**config.mk**
```make
export PLATFORM = sky130hd
export DESIGN_NAME = s27_bist_ctrl
export DESIGN_NICKNAME = d
export VERILOG_FILES = /design/src/rtl/s27_bist_pkg.sv /design/src/rtl/bist_lfsr4.sv /design/src/rtl/s27_bist_ctrl.sv
export SDC_FILE = /design/constraint.sdc
export NUM_CORES = 1
export LEC_CHECK = 0
export ABC_AREA = 1
export CAP_MARGIN = 25
export CORE_MARGIN = 4
export CORE_UTILIZATION = 50
export CTS_CLUSTER_SIZE = 20
export DETAILED_ROUTE_END_ITERATION = 8
export GPL_ROUTABILITY_DRIVEN = 1
export GPL_TIMING_DRIVEN = 0
export PLACE_DENSITY = 0.76
export SYNTH_ARGS = -nofsm -noshare
export SYNTH_HDL_FRONTEND = slang
export SYNTH_SLANG_ARGS = --single-unit
```
**constraint.sdc**
```tcl
create_clock -name clock -period 2.75 [get_ports clock]
set_input_delay 0.275 -clock clock [delete_from_list [all_inputs] [get_ports clock]]
set_output_delay 0.275 -clock clock [all_outputs]
set_load 0.005 [all_outputs]
```
**src/rtl/s27_bist_pkg.sv**
```systemverilog
// s27_bist_pkg: shared types and constants for the s27 BIST controller
// Holds the controller state enum, the core synchronising vector and the
// tap positions of the x^4+x^3+1 shift register used for patterns and SISR.
package s27_bist_pkg;

  typedef enum logic [2:0] {
    IDLE  = 3'd0,
    SYNC  = 3'd1,
    RUN   = 3'd2,
    FLUSH = 3'd3,
    DONE  = 3'd4
  } state_t;

  // {a,b,c,d}=1010 forces the core to lo0=1, lo1=0, lo2=0 in one capture
  localparam logic [3:0] SYNC_VEC    = 4'b1010;
  localparam int         SYNC_CYCLES = 2;

  // feedback bit = l[TAP_HI] ^ l[TAP_LO] (x^4 + x^3 + 1)
  localparam int TAP_HI = 3;
  localparam int TAP_LO = 2;

endpackage

```
**src/rtl/bist_lfsr4.sv**
```systemverilog
// bist_lfsr4: 4-bit shift register with load, enable and serial-in xor
// Ports:
//   clock, reset_n : posedge clock, asynchronous active-low reset to RST_VAL
//   load, load_val : synchronous load (wins over en)
//   en             : shift one step: q <= {q[2:0], q[3]^q[2]^sin}
//   sin            : serial input folded into the feedback (0 = plain LFSR)
//   q              : register contents
module bist_lfsr4
  import s27_bist_pkg::*;
#(
  parameter logic [3:0] RST_VAL = 4'h0
) (
  input  logic       clock,
  input  logic       reset_n,
  input  logic       load,
  input  logic [3:0] load_val,
  input  logic       en,
  input  logic       sin,
  output logic [3:0] q
);

  logic [3:0] q_q, q_d;

  always_comb begin
    q_d = load ? load_val
        : en   ? {q_q[2:0], q_q[TAP_HI] ^ q_q[TAP_LO] ^ sin}
        : q_q;
  end

  always_ff @(posedge clock or negedge reset_n) begin
    if (!reset_n) q_q <= RST_VAL;
    else          q_q <= q_d;
  end

  assign q = q_q;

endmodule

```
**src/rtl/s27_bist_ctrl.sv**
```systemverilog
// s27_bist_ctrl: BIST controller that syncs, stimulates and signs the s27 core
// Ports:
//   clock     : controller uses posedge; the core captures on negedge
//   reset_n   : asynchronous active-low reset, aborts a test in flight
//   start     : one-cycle request, accepted only in IDLE
//   core_f    : core output f
//   core_abcd : registered core inputs {a,b,c,d}
//   busy      : high in SYNC, RUN and FLUSH
//   done      : one-cycle pulse at the end of a test
//   pass      : signature matched GOLDEN and sync check passed
//   sync_err  : core did not reach f=1 after synchronisation (sticky)
//   signature : current SISR contents
module s27_bist_ctrl
  import s27_bist_pkg::*;
#(
  parameter int         PATTERNS = 15,
  parameter logic [3:0] SEED     = 4'b0001,
  parameter logic [3:0] GOLDEN   = 4'h0
) (
  input  logic       clock,
  input  logic       reset_n,
  input  logic       start,
  input  logic       core_f,
  output logic [3:0] core_abcd,
  output logic       busy,
  output logic       done,
  output logic       pass,
  output logic       sync_err,
  output logic [3:0] signature
);

  state_t     state_q, state_d;
  logic [3:0] cnt_q, cnt_d;
  logic [3:0] abcd_q, abcd_d;
  logic       pass_q, pass_d;
  logic       sync_err_q, sync_err_d;
  logic [3:0] lfsr;
  logic [3:0] sig;
  logic       go;
  logic       sync_last;
  logic       run_last;

  assign go        = (state_q == IDLE) && start;
  assign sync_last = (cnt_q == 4'(SYNC_CYCLES - 1));
  assign run_last  = (cnt_q == 4'(PATTERNS - 1));

  always_comb begin
    state_d = state_q;
    unique case (state_q)
      IDLE:    state_d = start ? SYNC : IDLE;
      SYNC:    state_d = sync_last ? RUN : SYNC;
      RUN:     state_d = run_last ? FLUSH : RUN;
      FLUSH:   state_d = DONE;
      DONE:    state_d = IDLE;
      default: state_d = IDLE;
    endcase
  end

  // cnt restarts on every state change, so it measures time spent in a state
  always_comb begin
    cnt_d      = (state_d != state_q) ? 4'd0 : cnt_q + 4'd1;
    // the pattern generator already holds the next pattern, so registering
    // it here lines the pattern up with the RUN cycle that presents it
    abcd_d     = (state_d == RUN) ? lfsr : SYNC_VEC;
    sync_err_d = go ? 1'b0
               : (state_q == SYNC && sync_last && !core_f) ? 1'b1
               : sync_err_q;
    // the last compaction lands on the FLUSH-entry edge, so sig is final here
    pass_d     = go ? 1'b0
               : (state_q == FLUSH) ? ((sig == GOLDEN) && !sync_err_q)
               : pass_q;
  end

  always_ff @(posedge clock or negedge reset_n) begin
    if (!reset_n) begin
      state_q    <= IDLE;
      cnt_q      <= 4'd0;
      abcd_q     <= SYNC_VEC;
      pass_q     <= 1'b0;
      sync_err_q <= 1'b0;
    end else begin
      state_q    <= state_d;
      cnt_q      <= cnt_d;
      abcd_q     <= abcd_d;
      pass_q     <= pass_d;
      sync_err_q <= sync_err_d;
    end
  end

  bist_lfsr4 #(.RST_VAL(SEED)) u_pattern (
    .clock    (clock),
    .reset_n  (reset_n),
    .load     (go),
    .load_val (SEED),
    .en       (state_d == RUN),
    .sin      (1'b0),
    .q        (lfsr)
  );

  // core_f is taken on the edge that ends each RUN cycle, i.e. after the
  // negedge capture made under that same pattern
  bist_lfsr4 #(.RST_VAL(4'h0)) u_sisr (
    .clock    (clock),
    .reset_n  (reset_n),
    .load     (go),
    .load_val (4'h0),
    .en       (state_q == RUN),
    .sin      (core_f),
    .q        (sig)
  );

  assign core_abcd = abcd_q;
  assign busy      = (state_q == SYNC) || (state_q == RUN) || (state_q == FLUSH);
  assign done      = (state_q == DONE);
  assign pass      = pass_q;
  assign sync_err  = sync_err_q;
  assign signature = sig;

endmodule

```
==> results of run 1 <==
==> layout make-up <==
type | instances | area (um^2) | area share
Timing Repair Buffer | 15 | 150 | 0.126
Multi-Input combinational cell | 64 | 389 | 0.327
Tap cell | 25 | 31.3 | 0.0263
Clock buffer | 3 | 22.5 | 0.0189
Sequential cell | 21 | 529 | 0.444
Clock inverter | 1 | 5.00 | 0.00420
Inverter | 17 | 63.8 | 0.0536
==> flip-flops by register name, indices dropped and copies added, names as in the netlist <==
signal	cells
cnt_q	4
core_abcd	4
pass	1
state_q	3
sync_err	1
u_pattern.q	4
u_sisr.q	4
==> power by group <==
group	switching [uW]	internal (uW)	leakage, uW
clock network	95.5	54.4	0.0000177
logic	295	242	0.000309
registers	78.1	419	0.000273
==> kinds of logic after synthesis <==
group,Yosys count
AO/OA/AOI/OAI,8
flip-flops,21
adder cells (fa/ha/maj),4
AND/OR/NAND/NOR,48
XOR/XNOR,4
buffers and inverters,17
==> worst min-delay path by stage <==
| stage | slack (ns) | cells after the start | endpoint | startpoint |
|---|---|---|---|---|
| after global routing | 0.51 | 1 | cnt_q[1] | reset_n |
| final | 0.47 | 1 | cnt_q[0] | reset_n |
| after CTS | 0.50 | 1 | cnt_q[1] | reset_n |
| after detailed placement | 0.49 | 1 | core_abcd[1] | u_pattern.q[1] |
| after global placement | 0.48 | 2 | u_pattern.q[0] | u_pattern.q[0] |
| after floorplan | -0.02 | 0 | cnt_q[0] | reset_n |
==> cell usage in the layout, fill, tap and decap left out, drive strengths merged, types with 3 or more instances in the layout <==
cell type and instances:
ha 4, nor2 14, o22ai 4, nand3 10
dfstp 3, clkdlybuf4s50 15, inv 17, dfrtp 18
clkbuf 3, nand2 20
==> layer usage <==
metal | GRT usage | up-vias
met2 | 0.283 | 13
met5 | 0 | -
met3 | 0.0427 | 5
met4 | 0.0809 | 0
li1 | - | 359
met1 | 0.194 | 338
==> per-stage QoR <==
stage                     cells  setup slack, ns  hold WS, ns  utilization
final                       146            0.965        0.466        0.661
after global routing        146            0.812        0.513        0.661
after CTS                   146            0.961        0.501        0.661
after detailed placement    142             1.21        0.487        0.646
after global placement      142             1.23        0.485        0.646
after floorplan             102             1.45      -0.0206            -
==> impl_metrics.toml, run 1 <==
[run_status]
outcome = "complete, no violations"

[min_path]
hp-class = "in -> async"

[final_layout]
fin_nets = 130
fillerInstances = 155
drive_gt1_frac = 0.207
finish.instance_area_um2 = 1190
antenna_cells = 0
syn_to_final_growth_pct = 21.3

[critical_path]
critPathCapture = "busy"
worstPathCellList = "inv_2 -> o21ai_0 -> clkdlybuf4s50_1"
crit_type = "reg -> out"
critPathTopFamily = "buffers and inverters"
regToRegEndpoint = "u_pattern.q[1]"
startpoint = "state_q[1]"
startpoint_type = "flop"
end_kind = "output port"
cp_max_fo = 4
cp.required_ns = 2.48
r2r_cells = 10
worst-path-stages = 3
crit_slowest_cell = "clkdlybuf4s50_1"
cp_slowest_stage_delay_ns = 0.52
path_buf_inv = 2
worstPathArrival_ns = 1.51
r2r-start = "cnt_q[1]"
reg2reg_slack_ns = 1.26

[floorplanning]
dieHeight_um = 52.3
die-area_um2 = 2740
num_rows = 15
start_util = 0.545
die_x_um = 52.3
core_um2 = 1800
io_pins = 16

[drt]
initialDrtViolationCount = 5
dr.pass1.iters = 4
drt.antenna.violating_nets = 0
finalWirelength_um = 1740
wl_met1_um = 715
viasPerCell = 4.90
vias = 715
routed-wl-met3_um = 80
route.top_layer_used = "met4"
wire_per_inst_um = 11.9
wl_met2_um = 901
drc = 0

[sta]
relSlewSlack = 0.389
rsz0062_at_grt = "false"
tightest_slew_ns = 0.913
fin_skew_ns = 0.00167
setup_viol = 0
max_freq_mhz = 560
tns_ns = 0
min_period_ns = 1.78
hold_violations = 0
slew_viol_final = 0
fin_crit_sh = 0.649

[pwr]
powerDensity_nw_per_um2 = 994
power_uw = 1180
ir_worst_vdd_mv = 0.528
leakagePower_uw = 0.000600

[clocking]
ctsLongestPathBuffers = 2
cts_resized = 0
post_cts_buffers = 0
clkSlewWorstSetupHoldPaths_ns = 0.11
clk_latency_ns = 0.31
htree_num_levels = 1
cts_tree = "built"
numClockSinks = 21
holdBufCountCts = 0
cts_root_buffer = "clkbuf_4"
cts-buffers-inserted = 3

[synthesis]
synth_area_leaders = "dfrtp_1 (46%), dfstp_2 (8.0%), nand2_1 (5.4%)"
synth_top_cell_area_share = 0.459
synth_adder_area_share = 0.0510
synthCells = 102
synth_top_family_by_area = "simple AND/OR/NAND/NOR gates"
synth-seq-cells = 21
synthFlopType = "dfrtp_1"
synthTopCellsByCount = "dfrtp_1 (18), nand2_1 (14), inv_1 (11), nor2_1 (11), nand3_1 (8)"
synth_fp_nets = 110
yosysWarnings = 0
synth_cell_types = 22
syn_area_um2 = 982
synth_most_common_cell = "dfrtp_1"
yosys.area.top_type = "dfrtp_1"
synth_compound_gate_area_share = 0.0573
muxShareOfSynthArea = 0
yosys.area_share.simple = 0.252
synth_xor_area_frac = 0.0357
ys_seq_area_frac = 0.539
synth-edff-count = 0
avgSynthCellArea_um2 = 9.63
synthArstFlopShare = 1.00

[global_route]
antenna_found_initial = 0
grt_pass1_wl_um = 3330
gr-usage-all-layers = 0.167
grt_pass1_vias = 789
grt-ovfl-total = 0
grt_max_degree = 22

[placement]
portBuffers = 15
place_congestion = 0.752
hpwlAfterDp_um = 1340
placed_area_um2 = 1160

[flow_run]
cap_violations = 0
(Power assumes the default switching activity.)
==> inputs of run 2 (changes only) <==
==> constraint.sdc (replaced) <==
create_clock -name clock -period 1.7 [get_ports clock]
set_input_delay 0.17 -clock clock [delete_from_list [all_inputs] [get_ports clock]]
set_output_delay 0.17 -clock clock [all_outputs]
set_load 0.005 [all_outputs]
==> run 2 against run 1 <==
Compared with the run above: setup slack worse by 0.76 ns; clock-buffer cell count did not move; register-to-register slack got worse by 1.1 ns; core utilization increased by 1.6 points; design area is 2.4% higher; total power up 64%; critical path type is now reg -> reg; largest power group unchanged.
==> impl_metrics.toml, run 2 (synthesis gave the netlist of run 1 again) <==
[run_status]
outcome = "complete, no violations"

[pwr]
ir_worst_vdd_mv = 0.878
power_uw = 1940
leakagePower_uw = 0.000642
powerDensity_nw_per_um2 = 1590

[min_path]
hp-class = "in -> async"

[critical_path]
crit_slowest_cell = "dfrtp_1"
cp.required_ns = 1.91
worstPathArrival_ns = 1.70
path_buf_inv = 3
cp_common_cell = "nand2_1"
critPathTopFamily = "simple AND/OR/NAND/NOR gates"
end_kind = "flop"
cp_slowest_stage_delay_ns = 0.42
startpoint_type = "flop"
worstPathCellList = "inv_1 -> ha_1 -> nand2_1 -> inv_1 -> nand2_2 -> nand2_2 -> nand3_4 -> inv_2 -> nand2_1 -> nand2_1"
cp_max_fo = 7
crit_type = "reg -> reg"

[placement]
dp_slack_ns = 0.215
portBuffers = 15
placed_area_um2 = 1160
hpwlAfterDp_um = 1340
place_congestion = 0.752

[drt]
viasPerCell = 4.94
wire_per_inst_um = 11.9
initialDrtViolationCount = 6
drc = 0
dr.pass1.iters = 4
vias = 736
finalWirelength_um = 1770
drt.antenna.violating_nets = 0

[clocking]
cts_root_buffer = "clkbuf_4"
htree_num_levels = 1
clkSlewWorstSetupHoldPaths_ns = 0.11
numClockSinks = 21
ctsLongestPathBuffers = 2
cts_tree = "built"
clk_latency_ns = 0.30
cts-buffers-inserted = 3

[final_layout]
syn_to_final_growth_pct = 24.2
finish.instance_area_um2 = 1220
antenna_cells = 0
fin_nets = 133
utilization = 0.677
drive_gt1_frac = 0.234
final_cell_mix = "dfrtp_1 (17), nand2_1 (14), clkdlybuf4s50_1 (13)"
layout_commonest_cell = "dfrtp_1"

[floorplanning]
die_x_um = 52.3
start_util = 0.545
dieHeight_um = 52.3
num_rows = 15
core_um2 = 1800
die-area_um2 = 2740
io_pins = 16

[sta]
fin_crit_sh = 0.878
slew_viol_final = 0
relSlewSlack = 0.391
fin_skew_ns = 0.000705
setup_viol = 0
rsz0062_at_grt = "false"
fin_ws_ns = 0.207
min_period_ns = 1.49
tightest_slew_ns = 0.911
max_freq_mhz = 670
hold_violations = 0
tns_ns = 0

[global_route]
grt_pass1_vias = 789
antenna_found_initial = 0
grt_pass1_wl_um = 3330
grt-ovfl-total = 0
grt_max_degree = 22
gr-usage-all-layers = 0.167

[flow_run]
cap_violations = 0
## run 2: path summary, 6_finish.rpt
kind / from / to / slack, ns / cells after the start
max: cnt_q[1] / u_pattern.q[1] / 0.21 / 10
min in group clock: u_pattern.q[0] / u_pattern.q[0] / 0.51 / 2
min: reset_n / cnt_q[2] / 0.36 / 1
max reg2reg: cnt_q[1] / u_pattern.q[1] / 0.21 / 10
min reg2reg: u_pattern.q[0] / u_pattern.q[0] / 0.51 / 2
max in group asynchronous: reset_n / state_q[1] / 0.73 / 1
## run 2: area by class of cell
| cell class | instances | area [um^2] |
|---|---|---|
| clock inverters | 1 | 5.00 |
| well taps | 25 | 31.3 |
| repair buffers | 18 | 178 |
| fillers | 152 | 582 |
| multi-input cells | 64 | 389 |
| clock buffers | 3 | 22.5 |
| inverters | 17 | 63.8 |
| flip-flops and latches | 21 | 531 |
## run 2: layer usage
metal | part of all wire | global-route usage
met5 | 0 | 0
met4 | 0.023 | 0.0809
met3 | 0.045 | 0.0427
met2 | 0.53 | 0.283
met1 | 0.41 | 0.194
## run 2: repair_timing
item	in CTS	in global routing
endpoints found under the hold margin	0	0
hold buffers	0	0
setup endpoints to repair	0	2
buffers inserted	0	3
gates resized for setup	0	3
## run 2: report_power, final
group	switching [uW]	internal, uW
Combinational	493	415
Sequential	119	679
Clock	151	87.9
Total	762	1180
## run 2: metrics by stage
stage                     hold WS (ns)  instances
after CTS                        0.396        146
final                            0.364        149
after floorplan                 -0.126        102
after global placement           0.485        142
after global routing             0.408        149
after detailed placement         0.487        142
==> inputs of run 3 (changes only) <==
--- a/config.mk
+++ b/config.mk
@@ -14,6 +14,7 @@
 export GPL_ROUTABILITY_DRIVEN = 1
 export GPL_TIMING_DRIVEN = 0
 export PLACE_DENSITY = 0.76
+export RECOVER_POWER = 25
 export SYNTH_ARGS = -nofsm -noshare
 export SYNTH_HDL_FRONTEND = slang
 export SYNTH_SLANG_ARGS = --single-unit
==> run 3 against run 2 <==
Compared with the run above: total power decreased by 0.25%; highest routed layer unchanged; largest power group unchanged; first-iteration DRC count unchanged; setup slack worse by 0.00066 ns; sequential power about the same.
==> impl_metrics.toml, run 3 (synthesis gave the netlist of run 1 again) <==
[drt]
drc = 0
vias = 734
wire_per_inst_um = 11.9
drt.antenna.violating_nets = 0
viasPerCell = 4.93
dr.pass1.iters = 4
initialDrtViolationCount = 6
finalWirelength_um = 1770

[clocking]
htree_num_levels = 1
numClockSinks = 21
ctsLongestPathBuffers = 2
holdBufCountCts = 0
clkSlewWorstSetupHoldPaths_ns = 0.11
cts_tree = "built"
clk_latency_ns = 0.31
cts_root_buffer = "clkbuf_4"
cts-buffers-inserted = 3

[pwr]
ir_worst_vdd_mv = 0.867
leakagePower_uw = 0.000638
powerDensity_nw_per_um2 = 1590

[sta]
rsz0062_at_grt = "false"
max_freq_mhz = 669
hold_violations = 0
setup_viol = 0
slew_viol_final = 0
fin_skew_ns = 0.00118
relSlewSlack = 0.385
min_period_ns = 1.49
holdWs_ns = 0.433
tightest_slew_ns = 0.920
tns_ns = 0
fin_crit_sh = 0.879
fin_ws_ns = 0.206

[global_route]
gr-usage-all-layers = 0.167
busiest_layer = "met2"
antenna_found_initial = 0
grt_pass1_wl_um = 3330
grt-ovfl-total = 0
grt.met1_usage = 0.194
use_met2 = 0.283
grt_pass1_vias = 789
grt_max_degree = 22
grtUsageMet3 = 0.0427

[placement]
place_congestion = 0.752
dp_slack_ns = 0.215
portBuffers = 15
hpwlAfterDp_um = 1340

[critical_path]
cp.required_ns = 1.91
startpoint_type = "flop"
crit_type = "reg -> reg"
end_kind = "flop"
cp_max_fo = 7
worstPathArrival_ns = 1.71

[final_layout]
fin_nets = 133
drive_gt1_frac = 0.226
layout_commonest_cell = "dfrtp_1"
antenna_cells = 0
final_cell_mix = "dfrtp_1 (17), nand2_1 (14), clkdlybuf4s50_1 (12)"
syn_to_final_growth_pct = 23.8
fillerInstances = 154
seqCellArea_um2 = 531
multi_input_area_um2 = 389

[run_status]
outcome = "complete, no violations"

[min_path]
hp-class = "in -> async"

[floorplanning]
io_pins = 16
core_um2 = 1800
dieHeight_um = 52.3
die-area_um2 = 2740
start_util = 0.545
die_x_um = 52.3
num_rows = 15

[flow_run]
cap_violations = 0
[run 3: cell count changes in the layout (fill, tap and decap cells not counted), sizes merged]
cell / before / now
buf: 3 / 2
dlygate4sd3: 0 / 1
clkbuf: 3 / 4
clkdlybuf4s50: 13 / 12
[run 3: layout make-up]
| class | instances | area share |
|---|---|---|
| clock inverter | 1 | 0.00412 |
| sequential | 21 | 0.436 |
| timing repair buffer | 18 | 0.143 |
| tap | 25 | 0.0257 |
| clock buffer | 3 | 0.0185 |
| inverter | 17 | 0.0525 |
| multi-input combinational | 64 | 0.320 |
[run 3: worst max-delay path, stage by stage, from the launching register on]
cell and delay [ns]:
dfrtp_1 0.42, inv_1 0.07, ha_1 0.17, nand2_1 0.15, inv_1 0.07, nand2_2 0.09
nand2_2 0.10, nand3_4 0.13, inv_2 0.05, nand2_1 0.08, nand2_1 0.06
[run 3: worst paths after layout]
path / from / end / slack, ns / cells after the start
max in group asynchronous: reset_n / state_q[1] / 0.65 / 1
min in group clock: u_pattern.q[0] / u_pattern.q[0] / 0.51 / 2
setup / recovery: cnt_q[1] / u_pattern.q[1] / 0.21 / 10
hold reg to reg: u_pattern.q[0] / u_pattern.q[0] / 0.51 / 2
hold / removal: reset_n / cnt_q[0] / 0.43 / 1
setup reg to reg: cnt_q[1] / u_pattern.q[1] / 0.21 / 10
[run 3: repair_timing]
item / 4_1_cts / 5_1_grt
buffers inserted: 0 / 3
endpoints found under the setup margin: 0 / 2
hold endpoints to repair: 0 / 0
gates resized for setup: 0 / 3
[run 3: metrics by stage]
step	util	cells	area, um^2	power (uW)
after floorplan	-	102	982	1380
after global placement	0.646	142	1160	1660
after detailed placement	0.646	142	1160	1690
after CTS	0.661	146	1190	1930
after global routing	0.675	149	1220	2130
final	0.675	149	1220	1940
[run 3: power breakdown]
group | internal, uW | switching (uW)
Combinational | 409 | 493
Sequential | 679 | 118
Clock | 87.9 | 152
Total | 1180 | 763
[run 3: per-layer routing]
metal | vias to the layer above | share of wire | wire, um
met4 | 0 | 0.023 | 40
met3 | 5 | 0.042 | 75
met2 | 13 | 0.53 | 933
met5 | - | 0 | 0
li1 | 364 | - | -
met1 | 352 | 0.41 | 724
